### src/rtl/regfile_sb.sv
// regfile_sb: parametrised two-read/one-write register file with a
// post-reset clear sequencer, same-cycle write-to-read bypass and a
// pending-write scoreboard that flags operands still awaiting a load.
module regfile_sb #(
  parameter int DATA_W   = 32,
  parameter int ADDR_W   = 5,
  parameter int ZERO_REG = (1 << ADDR_W) - 1,
  parameter int XP_REG   = (1 << ADDR_W) - 2
) (
  input  logic              CLK,
  input  logic              RESET,
  input  logic              RA2SEL,
  input  logic              WASEL,
  input  logic              WERF,
  input  logic [ADDR_W-1:0] RA,
  input  logic [ADDR_W-1:0] RB,
  input  logic [ADDR_W-1:0] RC,
  input  logic [DATA_W-1:0] WDATA,
  input  logic              PEND_SET,
  input  logic [ADDR_W-1:0] PEND_ADDR,
  output logic [DATA_W-1:0] RADATA,
  output logic [DATA_W-1:0] RBDATA,
  output logic              STALL,
  output logic              BUSY
);

  localparam int DEPTH = 1 << ADDR_W;
  localparam logic [ADDR_W-1:0] ZERO_A = ADDR_W'(ZERO_REG);
  localparam logic [ADDR_W-1:0] XP_A   = ADDR_W'(XP_REG);

  typedef enum logic {CLEAR, RUN} state_t;

  state_t            state, state_nxt;
  logic [ADDR_W-1:0] cnt;
  logic [DATA_W-1:0] mem [DEPTH];
  logic [DEPTH-1:0]  pend;

  logic [ADDR_W-1:0] wa;
  logic [ADDR_W-1:0] rb;
  logic              wr_en;
  logic              byp_a;
  logic              byp_b;

  // Effective addresses and qualified write enable
  always_comb begin
    wa    = WASEL ? XP_A : RC;
    rb    = RA2SEL ? RC : RB;
    wr_en = (state == RUN) && WERF && (wa != ZERO_A);
    byp_a = WERF && (wa == RA);
    byp_b = WERF && (wa == rb);
  end

  // State register and clear counter
  always_ff @(posedge CLK) begin
    if (RESET) begin
      state <= CLEAR;
      cnt   <= '0;
    end else begin
      state <= state_nxt;
      if (state == CLEAR) cnt <= cnt + 1'b1;
    end
  end

  // Next state: leave CLEAR once the last index has been zeroed
  always_comb begin
    state_nxt = state;
    if (state == CLEAR && cnt == '1) state_nxt = RUN;
  end

  // Storage: clear sequencer owns the write port while in CLEAR
  always_ff @(posedge CLK) begin
    if (!RESET) begin
      if (state == CLEAR) mem[cnt] <= '0;
      else if (wr_en)     mem[wa]  <= WDATA;
    end
  end

  // Scoreboard: write clears, load issue sets; set applied last so it wins
  always_ff @(posedge CLK) begin
    if (RESET) begin
      pend <= '0;
    end else if (state == RUN) begin
      if (wr_en) pend[wa] <= 1'b0;
      if (PEND_SET && PEND_ADDR != ZERO_A) pend[PEND_ADDR] <= 1'b1;
    end
  end

  // Outputs: zero register, then bypass, then array; all quiet while clearing
  always_comb begin
    BUSY   = (state == CLEAR);
    RADATA = '0;
    RBDATA = '0;
    STALL  = 1'b0;
    if (state == RUN) begin
      if (RA != ZERO_A) RADATA = byp_a ? WDATA : mem[RA];
      if (rb != ZERO_A) RBDATA = byp_b ? WDATA : mem[rb];
      STALL = (pend[RA] && RA != ZERO_A && !byp_a) ||
              (pend[rb] && rb != ZERO_A && !byp_b);
    end
  end

endmodule

### config.mk
export PLATFORM = sky130hd
export DESIGN_NAME = regfile_sb
export DESIGN_NICKNAME = d
export VERILOG_FILES = /design/src/rtl/regfile_sb.sv
export SDC_FILE = /design/constraint.sdc
export NUM_CORES = 2
export LEC_CHECK = 0
export CELL_PAD_IN_SITES_DETAIL_PLACEMENT = 2
export CELL_PAD_IN_SITES_GLOBAL_PLACEMENT = 2
export CORE_UTILIZATION = 54
export CTS_CLUSTER_SIZE = 20
export DETAILED_ROUTE_END_ITERATION = 10
export DONT_BUFFER_PORTS = 1
export GPL_TIMING_DRIVEN = 0
export MAX_ROUTING_LAYER = met4
export PLACE_DENSITY_LB_ADDON = 0.1
export SYNTH_ARGS = -nofsm -noshare
export SYNTH_HDL_FRONTEND = slang
export SYNTH_SLANG_ARGS = --single-unit
### constraint.sdc
create_clock -name CLK -period 5.8 [get_ports CLK]
set_input_delay 0.29 -clock CLK [delete_from_list [all_inputs] [get_ports CLK]]
set_output_delay 0.29 -clock CLK [all_outputs]
set_load 0.005 [all_outputs]
# Word level (Yosys, flattened, before mapping)
# Memory sizes are Yosys's and may differ from the RTL's.
# Cells that the tools add are included.
# word_totals
register_bits,38
input_bits,58
mem_bits_rw,1024
n_memories,1
# op_classes
magnitude_cmp,6
addsub,1
n_eq_ne,7
muxes,31
reduce_logical,16
bitwise,4
# mem_list
name,depth,word_bits,read_ports,rd_clocked_by_memory_dff,write_ports,line,rtl
mem,32,32,2,0,1,35,logic [DATA_W-1:0] mem [DEPTH];
# ops
operator,count
$mux W32,11
$and A32 B32 Y32,1
$not A32 Y32,1
$or A32 B32 Y32,1
$reduce_or A32 Y1,1
$lt A5 B6 Y1 const B,4
$ne A5 B5 Y1 const B,4
$mux W5,3
$mux W1,13
$logic_and A1 B1 Y1,12
$bmux W1 S5,2
$demux W1 S5,2
$eq A5 B5 Y1,2
$ge A5 B1 Y1 const B,2
$add A5 B1 Y5 const B,1
$eq A5 B5 Y1 const B,1
$logic_not A1 Y1,2
$logic_or A1 B1 Y1,1
$not A1 Y1,1

# Logic depth before layout (Yosys ltp)
# depth
ltp_word,12
mapped_depth,10

# Least setup slack after synthesis
# Ideal clock, no wire load.
# synth_path
path_kind,input to register
startpoint,input port RC[0]
endpoint,memory mem[10][0] (enable)
setup_time_ps,421
arrival_time_ps,3244
path_stages,8
setup_slack_ps,2135
required_ps,5379
cell_sequence,buf_2 -> nor2b_1 -> a311oi_1 -> buf_2 -> mux2i_1 -> nor2b_1 -> nand2_1 -> nor2_1
# synth_via
elab_chain_cells,9
# synth_lines
item,line,rtl
from (decl),17,"input logic [ADDR_W-1:0] RC,"
$mux W5 (*),46,wa = WASEL ? XP_A : RC;
$ne A5 B5 Y1,48,wr_en = (state == RUN) && WERF && (wa != ZERO_A);
$logic_and A1 B1 Y1,48,
$mux W1,74,else if (wr_en) mem[wa] <= WDATA;
$mux W1,73,if (state == CLEAR) mem[cnt] <= '0;
$mux W1,72,if (!RESET) begin
$mux W1 (implied by the code),74,
$reduce_or A32 Y1 (no source line),n/a,
$mux W5 (no source line) or $mux W1 (tied branches),n/a,
to (decl),35,
# Mark *: on every way between the ends. The rest lies on a longest branch, timed or not.

# Worst setup path in the final report
# layout_path
startpoint,input port RA[1]
endpoint,output port RADATA[19]
# layout_via
elab_chain_cells,5
# layout_lines
item,line,rtl
from (decl),15,"input logic [ADDR_W-1:0] RA,"
"parallel branches: the longest is 3 deep, another holds $mem_v2 Z32 W32",n/a,
$mux W32 (*),95,if (RA != ZERO_A) RADATA = byp_a ? WDATA : mem[RA];
$mux W32 (*),94,if (state == RUN) begin
to (decl),21,"output logic [DATA_W-1:0] RADATA,"
# Mark *: on every way between the ends.

==> metrics <==
H-Tree Depth=3; leakage=17.1 nW; highest signal layer in the routed design=met4; area of the core=just over 0.09 mm²; Top-Level Pins=between 100 and 150; Placer Congestion=0.894; layout cell share with drive strength beyond 1=0.282; f_max=200 MHz; share of the core filled with cells=0.615; worst endpoint data arrival time=approximately 4.7 ns; vertical extent of the die=between 300 and 400 µm; number of buffers inserted during clock tree synthesis=111; clock input transition at the sequential cells of the worst setup and hold paths=0.06 ns; class of the most critical hold timing path=primary input to register; aggregate negative setup slack=0 ns; Rel. slew slack=-0.148; clock latency on the worst-skew pair=0.74 ns; result of the run=finished with violations; global-route total usage across every layer=0.510; Post-CTS Setup Bufs=0; detail-routed via count per cell=8.58; minimum period implied by the final worst setup slack=5.01 ns; remaining number of nets flagged by the antenna check after routing=0; Area Growth Syn to Fin=12.9%; Power Density=approximately 310 mW/mm²; sequential fraction of the synthesis area=0.621; number of enable flip-flop cells after synthesis=1024; Clock Root Buffer=clkbuf_16; per-instance average area after synthesis=18.4 µm²; violations in the final reports=capacitance limit, slew limit; setup repair after global routing missed its margin=no; count of state elements after synthesis=1062; maximum ir drop on the vdd rail=between 300 and 400 µV; Longest Clk Path Bufs=3; terminus of the critical flop-to-flop path=mem[12][20]; Mapped Cells=2754; count of max-cap constraint violations=6; Worst Path Class, Setup=primary input to output pin; CTS sink count=~1100; source of the worst register-to-register timing path=state; number of cells on the worst reg-to-reg path=8; initial core utilization=0.544; slack of the worst reg-to-reg path=1.33 ns; DRC viols=0; wirelength, routed=233 mm; Die X=309 µm; CTS tree=yes; routed length on met1=73.8 mm; Synth warnings=0; Worst Setup Start Kind=primary input; # port buffers=0; via count of the first global-routing pass=roughly 37000; CP endpoint=RADATA[19]; half-perimeter wire length after placement=147 mm; Pwr Total=17.8 mW; site row count=about 110; fraction of synthesis flops using an asynchronous set or reset pin=0; DRC marker count from the first detailed-route iteration=6739; Worst Max-Slew Pin Slew=1.72 ns; Met3 Wirelength=34.5 mm; 1st-pass router iterations=8; prevailing post-synth register cell=edfxtp_1; Critical Path Sink Type=output pin; critical-path maximum fanout=10; clock tree skew after final layout=~0.035 ns; launch point of the critical path=RA[1]; maximum number of pins on one net before global-route repair=33; max-slew violation count=68; PostCTS Resize Cnt=0; syn nets=approximately 2800; number of nets in the layout=2977; Synth cell types=57; post-detailed-route wirelength per cell=54.6 µm; area of the mapped netlist=0.0507 mm²; number of hold violations in the final report=0; Final period util=0.864; global-route wire length before repair=316 mm; vias after detailed routing=36671; Total Die Area=0.0952 mm²; metal2 WL=105 mm; total congestion overflow after global routing=0; required time of the critical path=5.51 ns; initial antenna violation count=9; Setup Viol. Count Final=0
==> sequential cells by signal, summed over array words and instances, names as in the netlist <==
name / count
state: 1
mem: 1024
cnt: 5
pend: 32
==> logic make-up (layout without fill, tap and decap cells) <==
kind of cell / Yosys count / after routing / synth area share
DFF: 1062 / 1062 / 0.621
adders and majority gates: 2 / 2 / 0.000493
xor gates and xnor gates: 3 / 3 / 0.000518
AOI/OAI and AO/OA: 390 / 390 / 0.0605
other: 0 / 10 / 0
buffers and inverters: 237 / 493 / 0.0238
and+or+nand+nor: 294 / 294 / 0.0277
muxes: 766 / 766 / 0.266
==> synth_stat cells (32+ instances only) <==
cell type	count	area, µm²
buf_2	75	375
a221oi_1	104	911
nor2_1	92	345
a211o_1	32	280
nor3_1	39	195
clkbuf_1	110	413
mux4_2	464	10500
and2_1	33	206
nand2_1	59	221
o21ai_0	33	165
nor4_1	34	213
a211oi_1	34	255
a22oi_1	67	503
a21oi_1	65	325
edfxtp_1	1024	30700
dfxtp_1	38	761
mux2i_1	298	2980
==> worst min-delay path by stage <==
stage | start | endpoint | slack, ns | cells after the start
after floorplan | pend[31] | pend[31] | 0.43 | 1
after global placement | pend[31] | pend[31] | 0.45 | 1
after detailed placement | pend[31] | pend[31] | 0.46 | 1
after CTS | PEND_ADDR[0] | pend[13] | 0.006 | 3
after global routing | PEND_ADDR[1] | pend[26] | 0.07 | 4
final | PEND_ADDR[0] | pend[9] | 0.05 | 3
==> layout by cell type, fill, tap and decap left out, types with 7 or more instances in the layout <==
cell              n
a211o_1          32
a211oi_1         34
a21oi_1          65
a221oi_1        104
a221oi_2         25
a22oi_1          67
and2_1           33
buf_12           28
buf_16            8
buf_2            77
buf_4            12
buf_6            17
bufinv_16        18
clkbuf_1        118
clkbuf_16       113
clkbuf_2          7
clkinv_1         26
clkinv_2         25
dfxtp_1          38
diode_2          10
dlygate4sd3_1    12
edfxtp_1       1024
inv_1            10
mux2i_1         298
mux4_2          464
nand2_1          59
nand2b_1         14
nand3_1           7
nor2_1           60
nor2_4           32
nor2b_1           8
nor3_1           39
nor4_1           34
o21ai_0          33
==> stage by stage <==
step	hold slack, ns	std cells	setup slack, ns	cell area [µm²]
final	0.0482	4274	0.791	57300
after global routing	0.0681	4271	1.08	57300
after CTS	0.00554	4262	1.32	57200
after detailed placement	0.463	4044	1.34	53300
after global placement	0.449	4008	-0.770	52300
after floorplan	0.433	2754	2.14	50700
==> critical path, cell delays in order <==
cell	delay (ns)
buf_2	0.36
clkbuf_1	0.81
clkbuf_1	0.61
nand3_1	0.16
o21ai_1	1.13
clkbuf_1	1.04
a211oi_1	0.27
==> layer usage <==
| layer | vias to the layer above | GRT usage |
|---|---|---|
| met3 | 1237 | 0.166 |
| met1 | 18929 | 0.604 |
| met5 | - | - |
| met2 | 4274 | 0.742 |
| met4 | 0 | 0.352 |
| li1 | 12231 | - |
==> timing repair <==
item | in CTS | in global routing
setup endpoints to repair | 0 | 0
hold buffers | 12 | 0
hold endpoints to repair | 30 | 0
==> layout make-up <==
class / instances / area (µm²)
Fill cell: 7336 / 35900
Sequential cell: 1062 / 31500
Multi-Input combinational cell: 1455 / 18300
Clock buffer: 127 / 2880
Tap cell: 1254 / 1570
Buffer: 227 / 1180
Timing Repair Buffer: 50 / 931
Clock inverter: 79 / 886
Inverter: 10 / 37.5
Antenna cell: 10 / 25.0
==> power by group <==
group          total (mW)  switching (mW)  internal (mW)
Combinational        1.60            1.08          0.523
Sequential           8.37          0.0402           8.33
Clock                7.83            3.46           4.37
Power figures use the tool's default switching activity.
